===== config.mk =====
export PLATFORM = sky130hd
export DESIGN_NAME = fu_bru_q_flat
export DESIGN_NICKNAME = d
export VERILOG_FILES = /design/src/rtl/fu_bru_q_pkg.sv /design/src/rtl/fu_bru_q_if.sv /design/src/rtl/bru_queue.sv /design/src/rtl/fu_bru_q.sv /design/src/flat_wrapper.sv
export SDC_FILE = /design/constraint.sdc
export NUM_CORES = 1
export LEC_CHECK = 0
export CORE_UTILIZATION = 52
export CTS_CLUSTER_SIZE = 12
export DETAILED_ROUTE_END_ITERATION = 6
export PLACE_DENSITY = 0.85
export SKIP_LAST_GASP = 1
export SYNTH_ARGS = -nofsm -noshare
export SYNTH_HDL_FRONTEND = slang
export SYNTH_SLANG_ARGS = --single-unit

===== constraint.sdc =====
create_clock -name clk -period 11.6 [get_ports clk]
set_input_delay 1.16 -clock clk [delete_from_list [all_inputs] [get_ports clk]]
set_output_delay 1.16 -clock clk [all_outputs]
set_load 0.02 [all_outputs]

===== src/rtl/fu_bru_q_pkg.sv =====
// Shared definitions for the branch resolution unit: op encoding, link offset,
// queued uop layout and the priority decode of the one-hot op field.
package fu_bru_q_pkg;

  localparam int unsigned BRU_OP_W = 12;

  localparam int unsigned BRU_BEQ    = 11;
  localparam int unsigned BRU_BNE    = 10;
  localparam int unsigned BRU_BGEZ   = 9;
  localparam int unsigned BRU_BGTZ   = 8;
  localparam int unsigned BRU_BLEZ   = 7;
  localparam int unsigned BRU_BLTZ   = 6;
  localparam int unsigned BRU_BGEZAL = 5;
  localparam int unsigned BRU_BLTZAL = 4;
  localparam int unsigned BRU_J      = 3;
  localparam int unsigned BRU_JAL    = 2;
  localparam int unsigned BRU_JR     = 1;
  localparam int unsigned BRU_JALR   = 0;

  localparam logic [31:0] BRU_LINK_OFS = 32'h8;
  localparam logic [31:0] BRU_SEQ_OFS  = 32'h4;

  typedef enum logic [3:0] {
    KIND_NONE,
    KIND_BEQ,
    KIND_BNE,
    KIND_BGEZ,
    KIND_BGTZ,
    KIND_BLEZ,
    KIND_BLTZ,
    KIND_BGEZAL,
    KIND_BLTZAL,
    KIND_J,
    KIND_JAL,
    KIND_JR,
    KIND_JALR
  } bru_kind_e;

  typedef struct packed {
    logic [BRU_OP_W-1:0] op;
    logic [31:0]         pc;
    logic [31:0]         imm;
    logic [31:0]         rs;
    logic [31:0]         rt;
    logic                we;
    logic                pred_taken;
    logic [31:0]         pred_target;
  } bru_uop_t;

  // Multi-hot ops resolve to the highest-priority bit, beq first.
  function automatic bru_kind_e bru_decode(input logic [BRU_OP_W-1:0] op);
    if (op[BRU_BEQ])         return KIND_BEQ;
    else if (op[BRU_BNE])    return KIND_BNE;
    else if (op[BRU_BGEZ])   return KIND_BGEZ;
    else if (op[BRU_BGTZ])   return KIND_BGTZ;
    else if (op[BRU_BLEZ])   return KIND_BLEZ;
    else if (op[BRU_BLTZ])   return KIND_BLTZ;
    else if (op[BRU_BGEZAL]) return KIND_BGEZAL;
    else if (op[BRU_BLTZAL]) return KIND_BLTZAL;
    else if (op[BRU_J])      return KIND_J;
    else if (op[BRU_JAL])    return KIND_JAL;
    else if (op[BRU_JR])     return KIND_JR;
    else if (op[BRU_JALR])   return KIND_JALR;
    return KIND_NONE;
  endfunction

endpackage


===== src/rtl/fu_bru_q_if.sv =====
// Dispatch-side uop offer and commit-side resolved result of the branch unit.
interface fu_bru_q_if
  import fu_bru_q_pkg::*;
#(
  parameter int unsigned TAG_W = 5
);

  logic                in_valid;
  logic                in_ready;
  logic [BRU_OP_W-1:0] in_op;
  logic [TAG_W-1:0]    in_tag;
  logic [31:0]         in_pc;
  logic [31:0]         in_imm;
  logic                in_we;
  logic [31:0]         in_rdata1;
  logic [31:0]         in_rdata2;
  logic                in_pred_taken;
  logic [31:0]         in_pred_target;

  logic                out_valid;
  logic                out_ready;
  logic [TAG_W-1:0]    out_tag;
  logic                out_cb_we;
  logic                out_rf_we;
  logic [31:0]         out_wdata;
  logic                out_br_e;
  logic [31:0]         out_target;
  logic                out_mispredict;

  modport master (
    output in_valid, in_op, in_tag, in_pc, in_imm, in_we,
           in_rdata1, in_rdata2, in_pred_taken, in_pred_target,
    input  in_ready,
    input  out_valid, out_tag, out_cb_we, out_rf_we, out_wdata,
           out_br_e, out_target, out_mispredict,
    output out_ready
  );

  modport slave (
    input  in_valid, in_op, in_tag, in_pc, in_imm, in_we,
           in_rdata1, in_rdata2, in_pred_taken, in_pred_target,
    output in_ready,
    output out_valid, out_tag, out_cb_we, out_rf_we, out_wdata,
           out_br_e, out_target, out_mispredict,
    input  out_ready
  );

endinterface


===== src/rtl/bru_queue.sv =====
// In-order issue queue: synchronous FIFO with a clear that empties it at the edge.
// Pointers carry a wrap bit so full and empty are told apart without a counter.
module bru_queue #(
  parameter int unsigned WIDTH = 8,
  parameter int unsigned DEPTH = 4
) (
  input  logic             clk,
  input  logic             resetn,
  input  logic             clear,
  input  logic             push,
  input  logic             pop,
  input  logic [WIDTH-1:0] din,
  output logic [WIDTH-1:0] dout,
  output logic             full,
  output logic             empty
);

  localparam int unsigned AW = $clog2(DEPTH);

  logic [AW:0]      wr_ptr;
  logic [AW:0]      rd_ptr;
  logic [WIDTH-1:0] mem [DEPTH];
  logic             do_push;
  logic             do_pop;

  assign empty   = (wr_ptr == rd_ptr);
  assign full    = (wr_ptr[AW-1:0] == rd_ptr[AW-1:0]) && (wr_ptr[AW] != rd_ptr[AW]);
  assign dout    = mem[rd_ptr[AW-1:0]];
  assign do_push = push && !full && !clear;
  assign do_pop  = pop && !empty && !clear;

  always_ff @(posedge clk) begin
    if (!resetn || clear) begin
      wr_ptr <= '0;
      rd_ptr <= '0;
    end else begin
      if (do_push) wr_ptr <= wr_ptr + (AW+1)'(1);
      if (do_pop)  rd_ptr <= rd_ptr + (AW+1)'(1);
    end
  end

  always_ff @(posedge clk) begin
    if (resetn && do_push) mem[wr_ptr[AW-1:0]] <= din;
  end

endmodule


===== src/rtl/fu_bru_q.sv =====
// Branch resolution unit: queued branch/jump uops are resolved one per cycle at the
// queue head into a handshaked result register, with mispredict redirect and stats.
module fu_bru_q
  import fu_bru_q_pkg::*;
#(
  parameter int unsigned TAG_W  = 5,
  parameter int unsigned QDEPTH = 4,
  parameter int unsigned CNT_W  = 32
) (
  input  logic             clk,
  input  logic             resetn,
  input  logic             flush,
  fu_bru_q_if.slave        bus,
  output logic             redirect_valid,
  output logic [31:0]      redirect_pc,
  output logic [CNT_W-1:0] cnt_branch,
  output logic [CNT_W-1:0] cnt_mispred
);

  localparam int unsigned QW = TAG_W + $bits(bru_uop_t);

  bru_uop_t         in_uop;
  bru_uop_t         head;
  logic [TAG_W-1:0] head_tag;
  logic [QW-1:0]    q_dout;
  logic             q_full;
  logic             q_empty;
  logic             push;
  logic             load;
  logic             clear;
  logic             redirect_now;

  bru_kind_e        kind;
  logic             eq, ge, gt, le, lt;
  logic             taken;
  logic             link;
  logic [31:0]      br_target;
  logic [31:0]      link_pc;
  logic [31:0]      target;
  logic             mispredict;

  always_comb begin
    in_uop             = '0;
    in_uop.op          = bus.in_op;
    in_uop.pc          = bus.in_pc;
    in_uop.imm         = bus.in_imm;
    in_uop.rs          = bus.in_rdata1;
    in_uop.rt          = bus.in_rdata2;
    in_uop.we          = bus.in_we;
    in_uop.pred_taken  = bus.in_pred_taken;
    in_uop.pred_target = bus.in_pred_target;
  end

  assign {head_tag, head} = q_dout;

  // A mispredict load and a flush both empty the queue; the push of that cycle is lost.
  assign load         = !q_empty && (!bus.out_valid || bus.out_ready) && !flush;
  assign redirect_now = load && mispredict;
  assign clear        = flush || redirect_now;
  assign push         = bus.in_valid && !q_full && !clear;
  assign bus.in_ready = !q_full;

  bru_queue #(
    .WIDTH (QW),
    .DEPTH (QDEPTH)
  ) u_queue (
    .clk    (clk),
    .resetn (resetn),
    .clear  (clear),
    .push   (push),
    .pop    (load),
    .din    ({bus.in_tag, in_uop}),
    .dout   (q_dout),
    .full   (q_full),
    .empty  (q_empty)
  );

  always_comb begin
    kind      = bru_decode(head.op);
    eq        = (head.rs == head.rt);
    ge        = !head.rs[31];
    gt        = !head.rs[31] && (head.rs != '0);
    le        = head.rs[31] || (head.rs == '0);
    lt        = head.rs[31];
    br_target = head.pc + BRU_SEQ_OFS + head.imm;
    link_pc   = head.pc + BRU_LINK_OFS;
    taken     = 1'b0;
    link      = 1'b0;
    target    = br_target;
    case (kind)
      KIND_NONE:   target = '0;
      KIND_BEQ:    taken = eq;
      KIND_BNE:    taken = !eq;
      KIND_BGEZ:   taken = ge;
      KIND_BGTZ:   taken = gt;
      KIND_BLEZ:   taken = le;
      KIND_BLTZ:   taken = lt;
      KIND_BGEZAL: begin taken = ge; link = 1'b1; end
      KIND_BLTZAL: begin taken = lt; link = 1'b1; end
      KIND_J:      begin taken = 1'b1; target = head.imm; end
      KIND_JAL:    begin taken = 1'b1; target = head.imm; link = 1'b1; end
      KIND_JR:     begin taken = 1'b1; target = head.rs; end
      KIND_JALR:   begin taken = 1'b1; target = head.rs; link = 1'b1; end
      default:     target = '0;
    endcase
    mispredict = (kind != KIND_NONE) &&
                 ((taken != head.pred_taken) || (taken && (target != head.pred_target)));
  end

  always_ff @(posedge clk) begin
    if (!resetn || flush) begin
      bus.out_valid      <= 1'b0;
      bus.out_tag        <= '0;
      bus.out_cb_we      <= 1'b0;
      bus.out_rf_we      <= 1'b0;
      bus.out_wdata      <= '0;
      bus.out_br_e       <= 1'b0;
      bus.out_target     <= '0;
      bus.out_mispredict <= 1'b0;
    end else if (load) begin
      bus.out_valid      <= 1'b1;
      bus.out_tag        <= head_tag;
      bus.out_cb_we      <= |head.op;
      bus.out_rf_we      <= head.we;
      bus.out_wdata      <= link ? link_pc : '0;
      bus.out_br_e       <= taken;
      bus.out_target     <= target;
      bus.out_mispredict <= mispredict;
    end else if (bus.out_ready) begin
      bus.out_valid      <= 1'b0;
    end
  end

  always_ff @(posedge clk) begin
    if (!resetn) begin
      redirect_valid <= 1'b0;
      redirect_pc    <= '0;
    end else begin
      redirect_valid <= redirect_now;
      if (redirect_now) redirect_pc <= taken ? target : link_pc;
    end
  end

  always_ff @(posedge clk) begin
    if (!resetn) begin
      cnt_branch  <= '0;
      cnt_mispred <= '0;
    end else if (load) begin
      if ((kind != KIND_NONE) && (cnt_branch != '1)) cnt_branch <= cnt_branch + CNT_W'(1);
      if (mispredict && (cnt_mispred != '1)) cnt_mispred <= cnt_mispred + CNT_W'(1);
    end
  end

endmodule

===== src/flat_wrapper.sv =====
// flat-port wrapper written by rule: the top's interface ports become plain ports
module fu_bru_q_flat import fu_bru_q_pkg::*;
#(
  parameter int unsigned TAG_W  = 5,
  parameter int unsigned QDEPTH = 4,
  parameter int unsigned CNT_W  = 32
)
  (clk, resetn, flush, redirect_valid, redirect_pc, cnt_branch, cnt_mispred, bus_in_valid, bus_in_op, bus_in_tag, bus_in_pc, bus_in_imm, bus_in_we, bus_in_rdata1, bus_in_rdata2, bus_in_pred_taken, bus_in_pred_target, bus_in_ready, bus_out_valid, bus_out_tag, bus_out_cb_we, bus_out_rf_we, bus_out_wdata, bus_out_br_e, bus_out_target, bus_out_mispredict, bus_out_ready);
  fu_bru_q_if #(.TAG_W(TAG_W)) bus_i ();
  input  logic clk;
  input  logic resetn;
  input  logic flush;
  output logic redirect_valid;
  output logic [31:0] redirect_pc;
  output logic [CNT_W-1:0] cnt_branch;
  output logic [CNT_W-1:0] cnt_mispred;
  input wire logic [$bits(bus_i.in_valid)-1:0] bus_in_valid;
  input wire logic [$bits(bus_i.in_op)-1:0] bus_in_op;
  input wire logic [$bits(bus_i.in_tag)-1:0] bus_in_tag;
  input wire logic [$bits(bus_i.in_pc)-1:0] bus_in_pc;
  input wire logic [$bits(bus_i.in_imm)-1:0] bus_in_imm;
  input wire logic [$bits(bus_i.in_we)-1:0] bus_in_we;
  input wire logic [$bits(bus_i.in_rdata1)-1:0] bus_in_rdata1;
  input wire logic [$bits(bus_i.in_rdata2)-1:0] bus_in_rdata2;
  input wire logic [$bits(bus_i.in_pred_taken)-1:0] bus_in_pred_taken;
  input wire logic [$bits(bus_i.in_pred_target)-1:0] bus_in_pred_target;
  output wire logic [$bits(bus_i.in_ready)-1:0] bus_in_ready;
  output wire logic [$bits(bus_i.out_valid)-1:0] bus_out_valid;
  output wire logic [$bits(bus_i.out_tag)-1:0] bus_out_tag;
  output wire logic [$bits(bus_i.out_cb_we)-1:0] bus_out_cb_we;
  output wire logic [$bits(bus_i.out_rf_we)-1:0] bus_out_rf_we;
  output wire logic [$bits(bus_i.out_wdata)-1:0] bus_out_wdata;
  output wire logic [$bits(bus_i.out_br_e)-1:0] bus_out_br_e;
  output wire logic [$bits(bus_i.out_target)-1:0] bus_out_target;
  output wire logic [$bits(bus_i.out_mispredict)-1:0] bus_out_mispredict;
  input wire logic [$bits(bus_i.out_ready)-1:0] bus_out_ready;
  assign bus_i.in_valid = bus_in_valid;
  assign bus_i.in_op = bus_in_op;
  assign bus_i.in_tag = bus_in_tag;
  assign bus_i.in_pc = bus_in_pc;
  assign bus_i.in_imm = bus_in_imm;
  assign bus_i.in_we = bus_in_we;
  assign bus_i.in_rdata1 = bus_in_rdata1;
  assign bus_i.in_rdata2 = bus_in_rdata2;
  assign bus_i.in_pred_taken = bus_in_pred_taken;
  assign bus_i.in_pred_target = bus_in_pred_target;
  assign bus_in_ready = bus_i.in_ready;
  assign bus_out_valid = bus_i.out_valid;
  assign bus_out_tag = bus_i.out_tag;
  assign bus_out_cb_we = bus_i.out_cb_we;
  assign bus_out_rf_we = bus_i.out_rf_we;
  assign bus_out_wdata = bus_i.out_wdata;
  assign bus_out_br_e = bus_i.out_br_e;
  assign bus_out_target = bus_i.out_target;
  assign bus_out_mispredict = bus_i.out_mispredict;
  assign bus_i.out_ready = bus_out_ready;
  fu_bru_q #(.TAG_W(TAG_W), .QDEPTH(QDEPTH), .CNT_W(CNT_W)) u_core (.clk(clk), .resetn(resetn), .flush(flush), .bus(bus_i), .redirect_valid(redirect_valid), .redirect_pc(redirect_pc), .cnt_branch(cnt_branch), .cnt_mispred(cnt_mispred));
endmodule

Word level (Yosys, flattened, before mapping)
Memories as Yosys holds them, arrays and structs flattened. A register that Yosys moved wholly into a read port is not among the register bits. Index checks and enable logic that the tools add are counted.

Register bits: 177. RAM bits: 716. Input port bits: 184. Output and inout port bits: 172. Logic and storage cells: 122. Memories kept: 1.

Add/subtract/negate cells: 7. Equal/unequal tests: 20. Mux-type cells: 36. Reductions and logical operators: 44.

Memories: u_core.u_queue.mem (depth 4, width 179, rd ports 1, clocked after Yosys merged registers in 1, write ports 1, line bru_queue.sv:22) `logic [WIDTH-1:0] mem [DEPTH];`.

Operators by type and width (count): 32-bit one-hot mux with 3 select lines (1); 32-bit by 1-bit adder with 32-bit output, second input constant (2); 32-bit two-way mux (2); 32-bit inequality test, second input constant (2); 4-bit two-way mux (13); 32-bit by 3-bit adder with 32-bit output, second input constant (1); 32-bit adder (1); 32-bit by 4-bit adder with 32-bit output, second input constant (1); 32-bit equality test (1); 32-bit zero test (1); 32-bit inequality test (1); 32-bit nonzero test (1); 4-bit equality test, second input constant (5); 1-bit two-way mux (17); 4-bit by 3-bit equality test with 1-bit output, second input constant (4); 1-bit logical AND (16); 12-bit OR reduction (1); 4-bit by 2-bit equality test with 1-bit output, second input constant (2); 1-bit zero test (8); 2-bit OR reduction (4); 4-bit OR reduction (2); 8-bit OR reduction (1); 1-bit one-hot mux with 7 select lines (1); 3-bit by 1-bit adder with 3-bit output, second input constant (2); 9 further kinds (17).

Longest topological paths before layout
Depth in word-level cells: 29. Depth in mapped cells: 32. Gate-level depth less buffers: 18.

Hierarchy
A second synthesis with hierarchy kept.

Cells, all modules: 2590. Area total of the unflattened synthesis: 38917.3 sq um.

By module, submodules not included: bru_queue (times used 1, cells an instance 1002, area each 26405.3 sq um); fu_bru_q (times used 1, cells an instance 1588, area each 12512.0 sq um).

Worst setup path before layout
Ideal clock, no wire load.

Path type: reg2reg. Start point: register with a tool-made name. End point: memory u_core.u_queue.mem[1][0] (netlist name), enable pin. Setup time: 0.557 ns. Arrival: 11.996 ns. Slack: -0.953 ns. Stages on the path, launching flop included: 33. Buffers on the path: 14. Cell sequence: dfxtp_1 buf_6 buf_6 buf_4 buf_4 buf_4 buf_4 buf_2 buf_4 buf_4 buf_4 buf_2 buf_2 mux4_2 ha_1 ha_1 inv_1 fa_1 nand2b_1 a2111oi_0 nor2_1 o21a_1 o21a_1 xnor2_1 a222oi_1 xnor2_1 nor4_1 nand4_1 or4_1 buf_2 nand2_2 buf_6 and4_1.

RTL lines (line): to (decl) (bru_queue.sv:22).

==> metrics.txt <==
outcome finished, violations left; failing checks design-rule violations; final wirelength 110000 microns; # hold bufs at CTS 0; Residual DRC 1; share of cells above drive strength 1 0.127; Final min period 9.82 ns; crit-path max FO 58; final net count 3109; ys flop type edfxtp_1; leakage 14.6 nW; Syn Nets 2760; RSZ-0062 raised after global routing no; required time worst endpoint 11.91 ns; Mapped Area 0.0381 sq mm; critical path depth in cells 18; clk_lat worst skew 0.68 ns; number of port buffers 355; initial antenna violation count 2; Synth Warn # 0; total CTS buffers 91; Post-synth ARST share 0; GRT Util Overall 0.295; Worst-Margin Slew 1.11 ns; via count 24.8k; highest clock rate 0.102 GHz; Yosys top cell area share 0.565; post-route ant nets 0; post-DR vias/cell 6.42; FP Rows 98; CTS tree done; CP endpoint kind flop; CTS max path bufs 3; Cell Chain, Critical Path buf_4 -> mux4_2 -> ha_1 -> ha_1 -> nand3_1 -> a2111oi_0 -> nor2_1 -> o21a_1 -> xnor2_1 -> a222oi_1 -> xor2_1 -> nand4_1 -> nor4_1 -> nand4_1 -> or4_1 -> nand2_2 -> and4_4 -> buf_4; gr ovfl total 0; RR Endpoint u_core.u_queue.mem[0][18]; max-cap violation count 0; Yosys top cell by area edfxtp_1; most common cell after layout, fill and taps aside edfxtp_1; Crit Path Class reg2reg; met2 wire length 52200 microns; die area 0.0743 sq mm; starting density of the core 0.529; post-route met1 wirelength 42700 microns; CP Capture Point u_core.u_queue.mem[0][18]; Synth cell types 81; final std cells w/o fill 3861; number of synthesized register bits 895; Core Box Area 0.0720 sq mm; clock slew at reported path FFs 0.06 ns; Die Y 273 microns; CP max stage delay 1.05 ns; syn_area_per_cell 15.2 sq um; CP max-delay cell or4_1; clock sink count 895; GP Congestion 0.988; Synth area leaders edfxtp_1, mux4_2, dfxtp_1; Die X-Extent 273 microns; R2R setup slack 1.78 ns; Post-CTS Setup Repair Bufs 0; crit path DAT 10.14 ns; WL per Instance 28.6 microns; worst hold path type reg2reg; htree depth 3; vias in the first global route 24.2k; CP top delay family simple AND/OR/NAND/NOR gates; Layout area overhead 19.3%; Fin Clk Skew 0.0415 ns; sequential share of the synthesized area 0.659; Max Used Layer met5; final setup fails 0; setup TNS 0 ns; first-pass GRT wire length 160000 microns; number of DRC markers in iteration 0 3236; EDFF count, synth 716; CP bufs+invs 2; Clk Tree Root Cell clkbuf_16; largest net degree at the start of global routing 81; Final HPWL DP 77100 microns; Slew HR 0.244; Final Cycle Share 0.847; DP Cell Count 3712; first-pass iteration count of the detailed router 7; Post-Synthesis Cells 2506; most frequent cells in the layout edfxtp_1, clkdlybuf4s50_1, mux4_2, dfxtp_1, nor2_1; Final Hold Fails 0; Peak VDD IR 0.109 mV; Final Slew Violations 0; PwrDens 149 mW/mm^2; Reg2Reg Depth 18; I/O pin count 356; post-cts resize count 0; met3 routed WL 10800 microns; Critical Path Start Type flop
==> power breakdown <==
group	internal [mW]	switching [mW]	total [mW]	leakage, nW
clock network	1.54	1.23	2.76	1.34
logic	0.191	0.299	0.490	5.32
registers	3.49	0.0127	3.51	7.91
==> cell usage after synthesis (27+ instances only) <==
| cell | instances |
|---|---|
| a211oi_1 | 40 |
| a21oi_1 | 106 |
| buf_2 | 33 |
| clkbuf_1 | 86 |
| dfxtp_1 | 179 |
| edfxtp_1 | 716 |
| ha_1 | 69 |
| inv_1 | 37 |
| mux2i_1 | 42 |
| mux4_2 | 179 |
| nand2_1 | 134 |
| nand3_1 | 70 |
| nand4_1 | 27 |
| nor2_1 | 158 |
| nor3_1 | 65 |
| o21ai_0 | 66 |
| xnor2_1 | 44 |
| xor2_1 | 94 |
==> per-layer routing <==
metal | GRT usage | vias up
met4 | 0.128 | 2
met5 | 0 | -
met2 | 0.468 | 1599
met1 | 0.396 | 12400
met3 | 0.0612 | 243
li1 | - | 10600
==> layout make-up <==
type	count	area, sq um
Timing Repair Buffer	398	4000
Clock inverter	26	299
Multi-Input combinational cell	1432	12200
Inverter	37	139
Tap cell	950	1190
Clock buffer	122	2460
Sequential cell	895	25100
Antenna cell	1	2.50
Fill cell	5006	26600
==> cell families (layout without fill, tap and decap cells) <==
| logic type | count (synthesis) | after routing | synth area share |
|---|---|---|---|
| compound gates | 386 | 386 | 0.0679 |
| flops | 895 | 895 | 0.659 |
| buf+inv | 179 | 583 | 0.0204 |
| mux | 224 | 224 | 0.118 |
| simple gates | 614 | 614 | 0.0798 |
| xor+xnor | 138 | 138 | 0.0318 |
| other cells | 0 | 1 | 0 |
| fa+ha+maj | 70 | 70 | 0.0232 |
==> through the flow <==
step / hold slack (ns) / utilization / instance area [sq um] / setup slack, ns / total power [mW]
after floorplan: 0.530 / - / 38100 / 0.903 / 3.82
after global placement: 0.449 / 0.593 / 42700 / 2.14 / 4.04
after detailed placement: 0.454 / 0.593 / 42700 / 1.86 / 4.05
after CTS: 0.462 / 0.631 / 45400 / 1.85 / 6.77
after global routing: 0.484 / 0.631 / 45400 / 1.22 / 6.92
final: 0.462 / 0.631 / 45400 / 1.78 / 6.76
==> worst register-to-register path, delay by kind of cell, from the launching register on <==
family                     cells  cell delay, ns
AOI/OAI and AO/OA              3            1.95
and+or+nand+nor                8            3.69
buffers and inverters          2            1.10
xor gates and xnor gates       2            0.39
muxes                          1            0.62
adders and majority gates      2            0.75
DFF                            1            0.92
==> registers in the layout, indices dropped and copies added, names as in the netlist, 3 cells and up, named ones only <==
| signal | count |
|---|---|
| u_core.u_queue.mem | 716 |
| u_core.bus.out_wdata | 32 |
| u_core.u_queue.rd_ptr | 3 |
| u_core.u_queue.wr_ptr | 3 |
| u_core.bus.out_tag | 5 |
| u_core.bus.out_target | 32 |
| u_core.redirect_pc | 32 |
| u_core.cnt_mispred | 32 |
| u_core.cnt_branch | 32 |
==> worst min path at each step <==
| stage | startpoint | endpoint | slack [ns] | cells after the start |
|---|---|---|---|---|
| floorplan | u_core.bus.out_wdata[24] | u_core.bus.out_wdata[24] | 0.53 | 2 |
| global placement | u_core.bus.out_tag[0] | u_core.bus.out_tag[0] | 0.45 | 2 |
| detailed placement | u_core.bus.out_tag[1] | u_core.bus.out_tag[1] | 0.45 | 2 |
| CTS | u_core.bus.out_tag[1] | u_core.bus.out_tag[1] | 0.46 | 2 |
| global route | u_core.bus.out_tag[0] | u_core.bus.out_tag[0] | 0.48 | 2 |
| finish | u_core.bus.out_tag[1] | u_core.bus.out_tag[1] | 0.46 | 2 |
Note: power is estimated with default switching activity, not from simulation.
